File: src/rtl/uart_rx_fifo.sv
// rtl/uart_rx_fifo.sv - first-word-fall-through receive FIFO behind the uart receiver
// Buffers rx_done bytes until the consumer pops them; sticky overrun marks dropped bytes.
module uart_rx_fifo #(
   parameter int ADDR_W = 4,
   parameter int THRESH = 8
) (
   input  logic              clk,
   input  logic              rst,
   input  logic [7:0]        rx_data,
   input  logic              rx_done,
   input  logic              rd,
   input  logic              clr_overrun,
   output logic [7:0]        dout,
   output logic              empty,
   output logic              full,
   output logic [ADDR_W:0]   count,
   output logic              overrun,
   output logic              irq
);

   localparam int DEPTH = 2 ** ADDR_W;

   logic [7:0]        mem [DEPTH];
   logic [ADDR_W-1:0] wr_ptr;
   logic [ADDR_W-1:0] rd_ptr;
   logic [ADDR_W:0]   count_q;
   logic              push;
   logic              pop;
   logic              drop;

   assign empty = (count_q == '0);
   assign full  = (count_q == (ADDR_W+1)'(DEPTH));
   assign irq   = (count_q >= (ADDR_W+1)'(THRESH));
   assign count = count_q;
   assign dout  = empty ? 8'h00 : mem[rd_ptr];

   // A pop in the same cycle frees the slot, so a full FIFO still accepts the byte.
   assign pop  = rd & ~empty;
   assign push = rx_done & (~full | rd);
   assign drop = rx_done & full & ~rd;

   always_ff @(posedge clk) begin
      if (push)
         mem[wr_ptr] <= rx_data;
   end

   always_ff @(posedge clk or posedge rst) begin
      if (rst) begin
         wr_ptr  <= '0;
         rd_ptr  <= '0;
         count_q <= '0;
         overrun <= 1'b0;
      end else begin
         if (push)
            wr_ptr <= wr_ptr + 1'b1;
         if (pop)
            rd_ptr <= rd_ptr + 1'b1;
         if (push && !pop)
            count_q <= count_q + 1'b1;
         else if (pop && !push)
            count_q <= count_q - 1'b1;
         // Set wins over a coincident clear so no drop goes unreported.
         if (drop)
            overrun <= 1'b1;
         else if (clr_overrun)
            overrun <= 1'b0;
      end
   end

endmodule

File: config.mk
export PLATFORM = sky130hd
export DESIGN_NAME = uart_rx_fifo
export DESIGN_NICKNAME = d
export VERILOG_FILES = /design/src/rtl/uart_rx_fifo.sv
export SDC_FILE = /design/constraint.sdc
export NUM_CORES = 1
export LEC_CHECK = 0
export ABC_AREA = 1
export CAP_MARGIN = 30
export CORE_AREA = 3 3 121 123
export DETAILED_ROUTE_END_ITERATION = 10
export DIE_AREA = 0 0 124 126
export PLACE_DENSITY_LB_ADDON = 0.25
export SLEW_MARGIN = 20
export SYNTH_ARGS = -nofsm -noshare
export SYNTH_HDL_FRONTEND = slang
export SYNTH_SLANG_ARGS = --single-unit
File: constraint.sdc
create_clock -name clk -period 4.8 [get_ports clk]
set_clock_uncertainty 0.15 [all_clocks]
set_input_delay 0.96 -clock clk [delete_from_list [all_inputs] [get_ports clk]]
set_output_delay 0.96 -clock clk [all_outputs]
set_load 0.01 [all_outputs]
* After elaboration in Yosys (flattened, before gate mapping)
Memory sizes are Yosys's and may differ from the RTL's.
Cells that the tools add are included.
** Storage, ports and cells
- Bits in registers :: 14
- RAM bits :: 128
- Bits of input ports :: 13
- Output and inout bits :: 17
- Logic and storage cells :: 33
- Memories :: 1
** Cells by class
- $add $sub $neg :: 4
- $lt $le $gt $ge :: 1
- Equal/unequal tests :: 1
- Multiplexer cells :: 7
- Bitwise logic cells :: 8
- Reduce and logical (&&, ||, !) cells :: 7
** Memories
- mem :: depth 16, bits a word 8, rd ports 1, clocked after Yosys merged registers in 0, wr ports 1, line 23 : logic [7:0] mem [DEPTH];
** Operators with widths (number)
- 5-bit 2-to-1 mux :: 2
- 4-bit by 1-bit adder with 4-bit output, second input constant :: 2
- 8-bit 2-to-1 mux :: 1
- 5-bit by 1-bit adder with 5-bit output, second input constant :: 1
- 5-bit equality test, second input constant :: 1
- 5-bit by 4-bit greater-or-equal comparator with 1-bit output, second input constant :: 1
- 5-bit logical NOT :: 1
- 5-bit by 1-bit subtractor with 5-bit output, second input constant :: 1
- 1-bit AND :: 4
- 1-bit 2-to-1 mux :: 4
- 2-bit nonzero test :: 2
- 1-bit inverter :: 3
- 1-bit logical AND :: 2
- 1-bit logical NOT :: 2
- 1-bit bitwise OR :: 1

* Logic depth before layout (Yosys ltp)
- Depth in word-level cells :: 8
- Depth in mapped cells :: 17
- Gate-level depth less buffers :: 17

* Worst setup path after synthesis
OpenSTA, ideal clock, no wires.
- Path type :: input to register
- Start :: in rd
- End :: reg count_q[4], in the netlist count[4]
- Setup time :: 117 ps
- Arrival time :: 2367 ps
- Data required time :: 4533 ps
- Slack :: 2167 ps
- Stages :: 15
- Path buffers :: 0
- Cell sequence :: inv_1 > nand2_2 > nand2_4 > inv_4 > ha_1 > inv_1 > ha_1 > nand2_1 > nand2_1 > a21oi_1 > inv_1 > nand2_1 > nand2_1 > nand2_1 > nand2_1
** On the way
- Longest elaborated chain between the ends :: 5
- Elaborated cells on any way between the ends :: 9
- Those cells by class :: 1 x mux; 3 x bitwise; 5 x reduce/logical
** RTL lines
- start: declaration :: line 11 : input logic rd,
- 1-bit bitwise OR (*) :: line 39 : assign push = rx_done & (~full | rd);
- 1-bit AND (*) :: line 39
- net push :: line 27 : logic push;
- 1-bit logical NOT :: line 60 : else if (pop && !push)
- 1-bit logical AND :: line 60
- 2-bit nonzero test (no source line)
- end signal: assignment :: line 59 : count_q <= count_q + 1'b1;
- end signal: assignment :: line 61 : count_q <= count_q - 1'b1;
- end: declaration :: line 26 : logic [ADDR_W:0] count_q;
Mark *: on every way through the listed nets, which the timed path passes. The rest lies on a longest branch.
A chain may end at the register's enable or synchronous reset.

* Worst setup path after layout
- Start :: reg rd_ptr[0]
- End :: out dout[7]
** On the way
- Longest elaborated chain between the ends :: 2
** RTL lines
- start: declaration :: line 25 : logic [ADDR_W-1:0] rd_ptr;
- start signal: assignment :: line 57 : rd_ptr <= rd_ptr + 1'b1;
- memory read 16 x 8 bit
- 8-bit 2-to-1 mux :: line 35 : assign dout = empty ? 8'h00 : mem[rd_ptr];
- end: declaration :: line 13 : output logic [7:0] dout,
Every way passes these cells.

==> metrics <==
status finished clean; Mapped Nets 567; # hold bufs at CTS 0; Post-Route WL 13,800 um; Routed wire per std cell 18.0 um; crit path cell chain inv_2, buf_4, nand2_1, nand3_1, nand3_1, nand2_1, nand2_1, a21oi_1, clkdlybuf4s50_1; CTS HTree Levels 4; leading post-synthesis cells by cell area edfxtp_1 (62%), nand2_1 (11%), nand3_1 (8.4%); Max Fclk 246 MHz; CP most frequent cell nand2_1; hpwl dp 8410 um; Hold Path Class reg2reg; # diodes 0; post-synth top area share 62.5%; slowest CP cell clkdlybuf4s50_1; total CTS buffers 17; post-CTS sizing 0; peak supply drop 0.382 mV; crit-path max FO 40; largest net degree at the start of global routing 67; # setup viols final 0; Yosys reg bits 142; total global-route track usage 18.8%; Cell Pwr Density 653 nW/um^2; Finished Core Util 52.1%; Vias 3,999; Buf+Inv Stages, Crit Path 3; Core ar. 13,800 sq um; DRC 0; CP delay by family, top buffers and inverters; most common cell after layout, fill and taps aside nand2_1; layout cells sized above 1 9.59%; CTS tree built; Pre-antenna DRT Iters 5; PortBufs 29; Cell variety after synth 27; Finished Layout Cells 764; Layout Nets 594; initial drt markers 542; Clock Path Buffers 2; unrepaired setup endpoints after global routing false; Placed Instances 732; initial core utilization 44.7%; Rows 43; crit-path max cell delay 0.58 ns; CTS Root Cell clkbuf_16; postcts setup bufs 0; Crit. End Element output pin; die area 15,600 sq um; Synth area leader edfxtp_1; post-placement setup slack 1.21 ns; slew margin rel. 42.4%; global-route wire length before repair 21,700 um; Fill cells 1,215; Die W 124 um; gpl congestion 0.793; worst slew pin tran 0.861 ns; Die Ht 126 um; sequential area share after synthesis 68.2%; Static Leak 0.00273 uW; fin crit share 84.6%; WP data required 3.69 ns; area delta synth->final 16.7%; Hold Violations, Final 0; fin. max-slew vios 0; Startpoint Class flop; clock-pin slew on the worst setup and hold paths 0.06 ns; I/O pins 30; commonest non-fill, non-tap cells in the layout nand2_1 (187), edfxtp_1 (128), nand3_1 (103); crit path DAT 2.95 ns; total global routing overflow 0; clock sink total 142; setup ws final 0.740 ns; Final Power 4690 uW; TNS Setup 0 ns; syn avg cell area 11.3 sq um; initial antenna violation count 0; worst skew pair latency 0.43 ns; crit path time final 4.06 ns; number of global-route vias before repair 3,945; area of the mapped netlist 6150 sq um; Max-Cap Viols 0; Via density 5.23; warnings from Yosys 0; Final ANT Viol Nets 0; Synth Instances 544; Crit Path Class reg2out
kinds of logic (layout without fill, tap and decap cells):
logic type	Yosys count	count (layout)	synth area share (%)
AND/OR/NAND/NOR	319	319	22.8
adder cells (fa/ha/maj)	10	10	2.16
AO/OA/AOI/OAI	16	16	1.32
XOR/XNOR	8	8	1.14
buffers and inverters	49	89	4.39
flip-flops	142	142	68.2
routing by layer:
metal / part of all wire [%] / routed length (um) / up-vias / track usage (%)
met2: 47 / 6500 / 125 / 28.3
met1: 46 / 6400 / 1945 / 26.7
met4: 1.3 / 175 / 0 / 6.96
met3: 5.1 / 697 / 16 / 4.36
met5: 0 / 0 / - / 0
li1: - / - / 1913 / -
through the flow:
step | hold slack [ns] | area (sq um)
2_1_floorplan | 0.343 | 6150
3_3_place_gp | 0.354 | 6520
3_5_place_dp | 0.354 | 6520
4_1_cts | 0.366 | 7180
5_1_grt | 0.384 | 7180
6_report | 0.359 | 7180
flip-flops by register name, indices dropped and copies added, names as in the netlist:
| register | flops |
|---|---|
| wr_ptr | 4 |
| rd_ptr | 4 |
| overrun | 1 |
| mem | 128 |
| count | 5 |
layout make-up:
type	count	area, sq um	area share (%)
clock buffer	20	467	6.50
multi-input combinational	353	1690	23.5
timing repair buffer	33	320	4.46
sequential	142	4200	58.5
inverter	24	92.6	1.29
clock inverter	12	189	2.63
tap	180	225	3.14
tightest hold or removal path: cells and delay by family (launching register included):
family / cells / cell delay, ns
flops: 1 / 0.37
buf+inv: 1 / 0.05
compound gates: 1 / 0.05
final timing paths:
check                           from   endpoint  slack (ns)  cells after the start
max                        rd_ptr[0]    dout[7]        0.74                      9
min                          overrun    overrun        0.36                      2
max reg2reg                 count[0]   count[4]        2.21                     16
min reg2reg                  overrun    overrun        0.36                      2
max in group asynchronous        rst  rd_ptr[0]        3.34                      2
min in group asynchronous        rst  wr_ptr[1]        0.74                      2
cells in the mapped netlist (all sizes together):
cell	instances
nand2	194
edfxtp	128
nand3	103
inv	24
buf	23
nor2	20
dfrtp	14
a21oi	10
ha	9
o21ai	5
xnor2	4
xor2	4
clkbuf	2
fa	1
nand4	1
o22ai	1
or2	1
power breakdown:
part           internal (uW)  leakage, uW  switching (uW)  total [uW]
clock                    956     0.000319             489        1450
sequential              1510      0.00133            98.9        1610
combinational            584      0.00108            1050        1630
Note: power is estimated with default switching activity, not from simulation.
